`src/rtl/tof_sched_pkg.sv`:
```
// Shared types and constants for the TOF config-update scheduler.
// State encoding, flag bit position, default geometry, stats-clear address.
package tof_sched_pkg;

  typedef enum logic [2:0] {
    S_IDLE,
    S_RD,
    S_CHK,
    S_OFFER,
    S_CLR
  } scan_state_e;

  localparam int          NEEDS_UPDATE_BIT = 15;
  localparam int          CFG_WORDS_DEF    = 128;
  localparam logic [9:0]  MON_BASE_DEF     = 10'h080;
  localparam logic [9:0]  STATS_CLR_ADDR   = 10'h3FF;

endpackage

```
`src/rtl/tof_cfg_update_scheduler_if.sv`:
```
// Update-offer handshake between the scheduler and the TOF controller.
// master drives the offer, slave accepts it with ready.
interface tof_cfg_update_scheduler_if;
  import tof_sched_pkg::*;

  logic        valid;
  logic [6:0]  addr;
  logic [14:0] dat;
  logic        ready;

  modport master (
    output valid,
    output addr,
    output dat,
    input  ready
  );

  modport slave (
    input  valid,
    input  addr,
    input  dat,
    output ready
  );

endinterface

```
`src/rtl/tof_bram_port_arb.sv`:
```
// Fixed-priority grant (monitor > host > scanner) and BRAM port mux.
// Purely combinational; the port always stays enabled.
module tof_bram_port_arb
  import tof_sched_pkg::*;
#(
  parameter logic [9:0] MON_BASE = MON_BASE_DEF
) (
  input  logic        mon_wr_i,
  input  logic [6:0]  mon_addr_i,
  input  logic [15:0] mon_dat_i,
  input  logic        host_req_i,
  input  logic        host_wr_i,
  input  logic [9:0]  host_addr_i,
  input  logic [15:0] host_dat_i,
  input  logic        scan_req_i,
  input  logic        scan_wr_i,
  input  logic [9:0]  scan_addr_i,
  input  logic [15:0] scan_dat_i,
  output logic        mon_gnt_o,
  output logic        host_gnt_o,
  output logic        scan_gnt_o,
  output logic [9:0]  bram_addr_o,
  output logic [15:0] bram_dat_o,
  output logic        bram_wr_o,
  output logic        bram_en_o
);

  assign mon_gnt_o  = mon_wr_i;
  assign host_gnt_o = host_req_i & ~mon_wr_i;
  assign scan_gnt_o = scan_req_i & ~mon_wr_i & ~host_req_i;
  assign bram_en_o  = 1'b1;

  always_comb begin
    bram_addr_o = '0;
    bram_dat_o  = '0;
    bram_wr_o   = 1'b0;
    unique case (1'b1)
      mon_gnt_o: begin
        bram_addr_o = MON_BASE + {3'b000, mon_addr_i};
        bram_dat_o  = mon_dat_i;
        bram_wr_o   = 1'b1;
      end
      host_gnt_o: begin
        bram_addr_o = host_addr_i;
        bram_dat_o  = host_dat_i;
        bram_wr_o   = host_wr_i;
      end
      scan_gnt_o: begin
        bram_addr_o = scan_addr_i;
        bram_dat_o  = scan_dat_i;
        bram_wr_o   = scan_wr_i;
      end
      default: ;
    endcase
  end

endmodule

```
`src/rtl/tof_cfg_update_scheduler.sv`:
```
// Scans config BRAM for needs-update words, offers them, clears the flag.
// Optional TOF_SCHED_STATS_EN adds a saturating completed-clear counter.
module tof_cfg_update_scheduler
  import tof_sched_pkg::*;
#(
  parameter int         CFG_WORDS = CFG_WORDS_DEF,
  parameter logic [9:0] MON_BASE  = MON_BASE_DEF
) (
  input  logic        clk200_i,
  input  logic        rst_n_i,
  input  logic        scan_en_i,
  output logic        scan_busy_o,
  input  logic        mon_wr_i,
  input  logic [6:0]  mon_addr_i,
  input  logic [15:0] mon_dat_i,
  input  logic        host_rd_i,
  input  logic        host_wr_i,
  input  logic [9:0]  host_addr_i,
  input  logic [15:0] host_dat_i,
  output logic        host_ack_o,
  output logic [15:0] host_dat_o,
  tof_cfg_update_scheduler_if.master upd,
  output logic [9:0]  bram_addr_o,
  output logic [15:0] bram_dat_o,
  output logic        bram_wr_o,
  output logic        bram_en_o,
  input  logic [15:0] bram_dat_i
`ifdef TOF_SCHED_STATS_EN
  ,
  output logic [15:0] upd_count_o
`endif
);

  localparam logic [6:0] PTR_MASK = 7'(CFG_WORDS - 1);

  scan_state_e state_q, state_d;
  logic [6:0]  ptr_q, ptr_d;
  logic        dirty_q, dirty_d;
  logic [14:0] lat_q, lat_d;
  logic        host_ack_q, host_ack_d;
  logic        host_rd_q, host_rd_d;

  logic        host_req, host_gnt, mon_gnt, scan_gnt;
  logic        host_fwd_wr, host_hit;
  logic        scan_req, scan_wr;
  logic [6:0]  ptr_nxt;

  assign host_req = (host_rd_i | host_wr_i) & ~host_ack_q;

`ifdef TOF_SCHED_STATS_EN
  logic [15:0] cnt_q, cnt_d;
  logic        stat_clr;
  assign host_fwd_wr = host_wr_i & (host_addr_i != STATS_CLR_ADDR);
  assign stat_clr    = host_gnt & host_wr_i
                     & (host_addr_i == STATS_CLR_ADDR);
  assign upd_count_o = cnt_q;
`else
  assign host_fwd_wr = host_wr_i;
`endif

  assign ptr_nxt  = (ptr_q + 7'd1) & PTR_MASK;
  assign host_hit = host_gnt & host_wr_i
                  & (host_addr_i == {3'b000, ptr_q});
  assign scan_req = (state_q == S_RD)
                  | ((state_q == S_CLR) & ~dirty_q);
  assign scan_wr  = (state_q == S_CLR);

  tof_bram_port_arb #(
    .MON_BASE (MON_BASE)
  ) u_arb (
    .mon_wr_i    (mon_wr_i),
    .mon_addr_i  (mon_addr_i),
    .mon_dat_i   (mon_dat_i),
    .host_req_i  (host_req),
    .host_wr_i   (host_fwd_wr),
    .host_addr_i (host_addr_i),
    .host_dat_i  (host_dat_i),
    .scan_req_i  (scan_req),
    .scan_wr_i   (scan_wr),
    .scan_addr_i ({3'b000, ptr_q}),
    .scan_dat_i  ({1'b0, lat_q}),
    .mon_gnt_o   (mon_gnt),
    .host_gnt_o  (host_gnt),
    .scan_gnt_o  (scan_gnt),
    .bram_addr_o (bram_addr_o),
    .bram_dat_o  (bram_dat_o),
    .bram_wr_o   (bram_wr_o),
    .bram_en_o   (bram_en_o)
  );

  always_comb begin
    host_ack_d = host_gnt;
    host_rd_d  = host_gnt & ~host_wr_i;
  end

  always_comb begin
    state_d = state_q;
    ptr_d   = ptr_q;
    dirty_d = dirty_q;
    lat_d   = lat_q;
    if (host_hit && (state_q inside {S_CHK, S_OFFER, S_CLR}))
      dirty_d = 1'b1;
    unique case (state_q)
      S_IDLE: if (scan_en_i) state_d = S_RD;
      S_RD:   if (scan_gnt) state_d = S_CHK;
      S_CHK: begin
        if (dirty_q || host_hit) begin
          state_d = S_RD;
        end else if (bram_dat_i[NEEDS_UPDATE_BIT]) begin
          lat_d   = bram_dat_i[14:0];
          state_d = S_OFFER;
        end else begin
          ptr_d   = ptr_nxt;
          state_d = scan_en_i ? S_RD : S_IDLE;
        end
      end
      S_OFFER: if (upd.ready) state_d = S_CLR;
      S_CLR: begin
        // a host rewrite during the offer keeps the new flag alive
        if (dirty_q) begin
          state_d = S_RD;
        end else if (scan_gnt) begin
          ptr_d   = ptr_nxt;
          state_d = scan_en_i ? S_RD : S_IDLE;
        end
      end
      default: state_d = S_IDLE;
    endcase
    if (state_d == S_RD && state_q != S_RD)
      dirty_d = 1'b0;
  end

`ifdef TOF_SCHED_STATS_EN
  always_comb begin
    cnt_d = cnt_q;
    if (stat_clr)
      cnt_d = '0;
    else if (scan_wr && !dirty_q && scan_gnt && cnt_q != 16'hFFFF)
      cnt_d = cnt_q + 16'd1;
  end

  always_ff @(posedge clk200_i or negedge rst_n_i) begin
    if (!rst_n_i) cnt_q <= '0;
    else          cnt_q <= cnt_d;
  end
`endif

  always_ff @(posedge clk200_i or negedge rst_n_i) begin
    if (!rst_n_i) begin
      state_q    <= S_IDLE;
      ptr_q      <= '0;
      dirty_q    <= 1'b0;
      lat_q      <= '0;
      host_ack_q <= 1'b0;
      host_rd_q  <= 1'b0;
    end else begin
      state_q    <= state_d;
      ptr_q      <= ptr_d;
      dirty_q    <= dirty_d;
      lat_q      <= lat_d;
      host_ack_q <= host_ack_d;
      host_rd_q  <= host_rd_d;
    end
  end

  assign scan_busy_o = (state_q != S_IDLE);
  assign host_ack_o  = host_ack_q;
  assign host_dat_o  = host_rd_q ? bram_dat_i : 16'h0000;
  assign upd.valid   = (state_q == S_OFFER);
  assign upd.addr    = ptr_q;
  assign upd.dat     = lat_q;

endmodule

```
`src/flat_wrapper.sv`:
```
// flat-port wrapper written by rule: the top's interface ports become plain ports
module tof_cfg_update_scheduler_flat import tof_sched_pkg::*;
#(
  parameter int         CFG_WORDS = CFG_WORDS_DEF,
  parameter logic [9:0] MON_BASE  = MON_BASE_DEF
)
  (clk200_i, rst_n_i, scan_en_i, scan_busy_o, mon_wr_i, mon_addr_i, mon_dat_i, host_rd_i, host_wr_i, host_addr_i, host_dat_i, host_ack_o, host_dat_o, bram_addr_o, bram_dat_o, bram_wr_o, bram_en_o, bram_dat_i, upd_valid, upd_addr, upd_dat, upd_ready);
  tof_cfg_update_scheduler_if upd_i ();
  input  logic clk200_i;
  input  logic rst_n_i;
  input  logic scan_en_i;
  output logic scan_busy_o;
  input  logic mon_wr_i;
  input  logic [6:0] mon_addr_i;
  input  logic [15:0] mon_dat_i;
  input  logic host_rd_i;
  input  logic host_wr_i;
  input  logic [9:0] host_addr_i;
  input  logic [15:0] host_dat_i;
  output logic host_ack_o;
  output logic [15:0] host_dat_o;
  output logic [9:0] bram_addr_o;
  output logic [15:0] bram_dat_o;
  output logic bram_wr_o;
  output logic bram_en_o;
  input  logic [15:0] bram_dat_i;
  output wire logic [$bits(upd_i.valid)-1:0] upd_valid;
  output wire logic [$bits(upd_i.addr)-1:0] upd_addr;
  output wire logic [$bits(upd_i.dat)-1:0] upd_dat;
  input wire logic [$bits(upd_i.ready)-1:0] upd_ready;
  assign upd_valid = upd_i.valid;
  assign upd_addr = upd_i.addr;
  assign upd_dat = upd_i.dat;
  assign upd_i.ready = upd_ready;
  tof_cfg_update_scheduler #(.CFG_WORDS(CFG_WORDS), .MON_BASE(MON_BASE)) u_core (.clk200_i(clk200_i), .rst_n_i(rst_n_i), .scan_en_i(scan_en_i), .scan_busy_o(scan_busy_o), .mon_wr_i(mon_wr_i), .mon_addr_i(mon_addr_i), .mon_dat_i(mon_dat_i), .host_rd_i(host_rd_i), .host_wr_i(host_wr_i), .host_addr_i(host_addr_i), .host_dat_i(host_dat_i), .host_ack_o(host_ack_o), .host_dat_o(host_dat_o), .upd(upd_i), .bram_addr_o(bram_addr_o), .bram_dat_o(bram_dat_o), .bram_wr_o(bram_wr_o), .bram_en_o(bram_en_o), .bram_dat_i(bram_dat_i));
endmodule
```
`config.mk`:
```
export PLATFORM = sky130hd
export DESIGN_NAME = tof_cfg_update_scheduler_flat
export DESIGN_NICKNAME = d
export VERILOG_FILES = /design/src/rtl/tof_sched_pkg.sv /design/src/rtl/tof_cfg_update_scheduler_if.sv /design/src/rtl/tof_bram_port_arb.sv /design/src/rtl/tof_cfg_update_scheduler.sv /design/src/flat_wrapper.sv
export SDC_FILE = /design/constraint.sdc
export NUM_CORES = 1
export LEC_CHECK = 0
export ABC_AREA = 1
export BUFFER_PORTS_ARGS = -buffer_cell sky130_fd_sc_hd__buf_2
export CAP_MARGIN = 20
export CORE_UTILIZATION = 43
export CTS_BUF_LIST = sky130_fd_sc_hd__clkbuf_16
export CTS_CLUSTER_SIZE = 20
export DETAILED_ROUTE_END_ITERATION = 7
export GPL_TIMING_DRIVEN = 0
export PLACE_DENSITY = 0.9
export SYNTH_ARGS = -nofsm -noshare
export SYNTH_HDL_FRONTEND = slang
export SYNTH_SLANG_ARGS = --single-unit
```
`constraint.sdc`:
```
create_clock -name clk200_i -period 2 [get_ports clk200_i]
set_clock_uncertainty 0.05 [all_clocks]
set_input_delay 0.4 -clock clk200_i [delete_from_list [all_inputs] [get_ports clk200_i]]
set_output_delay 0.4 -clock clk200_i [all_outputs]
set_load 0.01 [all_outputs]
```
==> impl_metrics.tcl <==
set metrics [dict create \
    synth_top_area_frac 0.317 \
    final_layout_size_suffix_gt1_frac 0.499 \
    synth_largest_area_cell "dfrtp_1" \
    synthCells 333 \
    cp_top_family "buffers and inverters" \
    p_sw_w 0.00143 \
    worstSetupPathType "flop to output port" \
    fmax_ghz 0.463 \
    route.detailed.drc 0 \
    htreeDepth 1 \
    rows 25 \
    worst_slew_pin_slew_ns 0.638 \
    yosys-top-cells-area "dfrtp_1 32%, nand2_1 24%, nand3_1 7.0%" \
    p_seq_frac 0.321 \
    maxCapViolations 0 \
    layout.nets 566 \
    relSlewSlack 0.575 \
    drt_iter0_drc 151 \
    crit_chain "o21bai_4 > nand2_4 > inv_2 > a21oi_4 > inv_2 > buf_6 > nand2_2 > nand3_2 > buf_6" \
    cts_buffers 3 \
    period_needed_ns 2.16 \
    min_path_type "input port to async pin" \
    die_h_um 73.7 \
    cts_tree "yes" \
    ctsLongestPathBuffers 2 \
    cts_root_buffer "clkbuf_16" \
    grt_use_met2 0.484 \
    cp-start-kind "flop" \
    critPathMaxFanout 5 \
    grt_pass1_vias 2426 \
    slowest_delay_ns 0.38 \
    multi_input_area_um2 1420 \
    dp_hpwl_mm 5.34 \
    cp-end-kind "output port" \
    grt_busiest_layer "met2" \
    p_per_area_nw_per_um2 916 \
    worst_slack_ns -0.158 \
    violations "setup timing" \
    routabilityCongestion 0.862 \
    p_clk_frac 0.142 \
    grt_max_degree 29 \
    io_pins 141 \
    wl_per_cell_um 13.7 \
    power_w 0.00321 \
    yosysWarningCount 0 \
    final_common_cell "nand2_1" \
    nFillCells 370 \
    ir_drop_mv 0.484 \
    grt_use_met3 0.0357 \
    rsz0062_at_grt "true" \
    fin_crit_sh 1.08 \
    p_sw_frac 0.446 \
    internal-power_w 0.00178 \
    cp-startpoint "u_core.host_ack_o" \
    firstDrtPassIters 4 \
    die_w_um 73.7 \
    yosys.cell_types.count 33 \
    overflow 0 \
    synth.cell_area_um2 2210 \
    comb_power_share 0.537 \
    arrival_ns 1.71 \
    clkTransAtPathRegs_ns 0.07 \
    antenna_found_initial 0 \
    tns_ns -2.68 \
    hold_violations 0 \
    clock_latency_ns 0.26 \
    critPathSlowestCell "dfrtp_1" \
    grt.total_usage 0.263 \
    ys_ff_latch 28 \
    port_buffers 138 \
    worstPathRequired_ns 1.55 \
    setup_viol 23 \
    area_delta_synth_final_pct 58.3 \
    finalMaxSlewViolations 0 \
    grt_pass1_wl_mm 10.8 \
    path_buf_inv 4 \
    antennaDiodeCount 0 \
    final_cell_mix "128 x nand2_1, 122 x buf_2, 40 x inv_1" \
    status "finished, violations left" \
    syn_nets 406 \
    layout.area.seq_um2 703 \
    vias 2764 \
    detail-route-antenna-nets 0 \
    routed_wl_mm 7.65 \
    yosysSeqAreaShare 0.317 \
    r2r_start "u_core.state_q[1]" \
    synth.avg_cell_area_um2 6.65 \
    die-area_um2 5440 \
    cellLeakagePower_nw 2.16 \
    cts.sinks 28 \
    core_area_um2 4850 \
    start_util 0.457 \
    globalRouteMet1Util 0.318 \
    avgViaCountPerCell 4.95 \
]
[flip-flops by register name (all words and copies together), names as in the netlist]
name / cells
u_core.dirty_q: 1
u_core.state_q: 3
u_core.upd.addr: 7
u_core.host_rd_q: 1
u_core.upd.dat: 15
u_core.host_ack_o: 1
[cell type report]
cell class | count | share of cell area
plain buffers | 11 | 0.0221
inverters | 52 | 0.0564
flip-flops and latches | 28 | 0.201
well taps | 67 | 0.0239
repair buffers | 155 | 0.269
multi-input cells | 242 | 0.406
clock buffers | 3 | 0.0214
[repair_timing]
action                                  CTS  global route
buffers inserted                         11             5
endpoints found under the setup margin   25            35
pin swaps                                 5             4
resized for setup                        17            54
hold buffers                              0             0
gates cloned                              0             1
[power by group through the flow]
stage | registers (W) | clock network, W | logic (W)
floorplan | 0.00106 | 0 | 0.000806
global placement | 0.00101 | 0 | 0.00137
detailed placement | 0.00101 | 0 | 0.00142
CTS | 0.000994 | 0.000454 | 0.00156
global route | 0.00105 | 0.000482 | 0.00189
finish | 0.00103 | 0.000457 | 0.00172
[synth_stat cells]
master and n:
inv_4 1, ha_1 1, nor3_4 1, buf_4 2, o21bai_2 1, conb_1 1, nand3_2 11, o21ai_1 1
nor4_1 3, inv_1 41, o221ai_1 7, xor2_1 4, a21oi_4 2, nor2_1 13, a22o_1 1, nor3_2 1
buf_2 2, nand2_4 3, xor2_2 1, clkbuf_1 4, nand3b_1 1, nand2_1 144, buf_6 3, a21oi_1 2
dfrtp_1 28, nand2_2 2, nor2_2 3, nor2_8 1, xnor2_1 1, nand3_1 31, o21bai_4 1, o21ai_0 5
inv_2 10
[stage by stage]
stage                      util  std cells  hold WS [ns]  setup slack, ns  area, um2
after floorplan               -        333        0.0544            0.119       2210
after global placement    0.616        538         0.395           -0.158       2990
after global routing      0.723        558         0.156           -0.211       3500
after detailed placement  0.616        538         0.405           -0.166       2990
final                     0.723        558         0.103           -0.158       3500
after CTS                 0.665        552         0.124           -0.123       3230
[final timing paths]
| path | depth (start not counted) | slack (ns) | endpoint |
|---|---|---|---|
| max | 9 | -0.16 | bram_dat_o[5] |
| min | 1 | 0.10 | u_core.upd.dat[3] |
| max reg2reg | 11 | 0.12 | u_core.upd.addr[2] |
| min reg2reg | 2 | 0.47 | u_core.upd.dat[3] |
| max in group asynchronous | 1 | 1.34 | u_core.state_q[0] |
| min in group clk200_i | 3 | 0.33 | u_core.upd.dat[12] |
[kinds of logic (layout without fill, tap and decap cells)]
kind of cell               after synthesis  in the layout  share of synthesized area
other                                    1              1                    0.00169
DFF                                     28             28                      0.317
AOI/OAI and AO/OA                       20             20                     0.0780
buffers and inverters                   63            221                      0.123
and+or+nand+nor                        214            214                      0.448
adders and majority gates                1              1                    0.00565
xor gates and xnor gates                 6              6                     0.0271
[per-layer routing]
| layer | share of wire | routed length (um) |
|---|---|---|
| met4 | 0.019 | 146 |
| met5 | 0 | 0 |
| met2 | 0.52 | 4000 |
| met1 | 0.40 | 3020 |
| met3 | 0.062 | 475 |
Power figures use the tool's default switching activity.
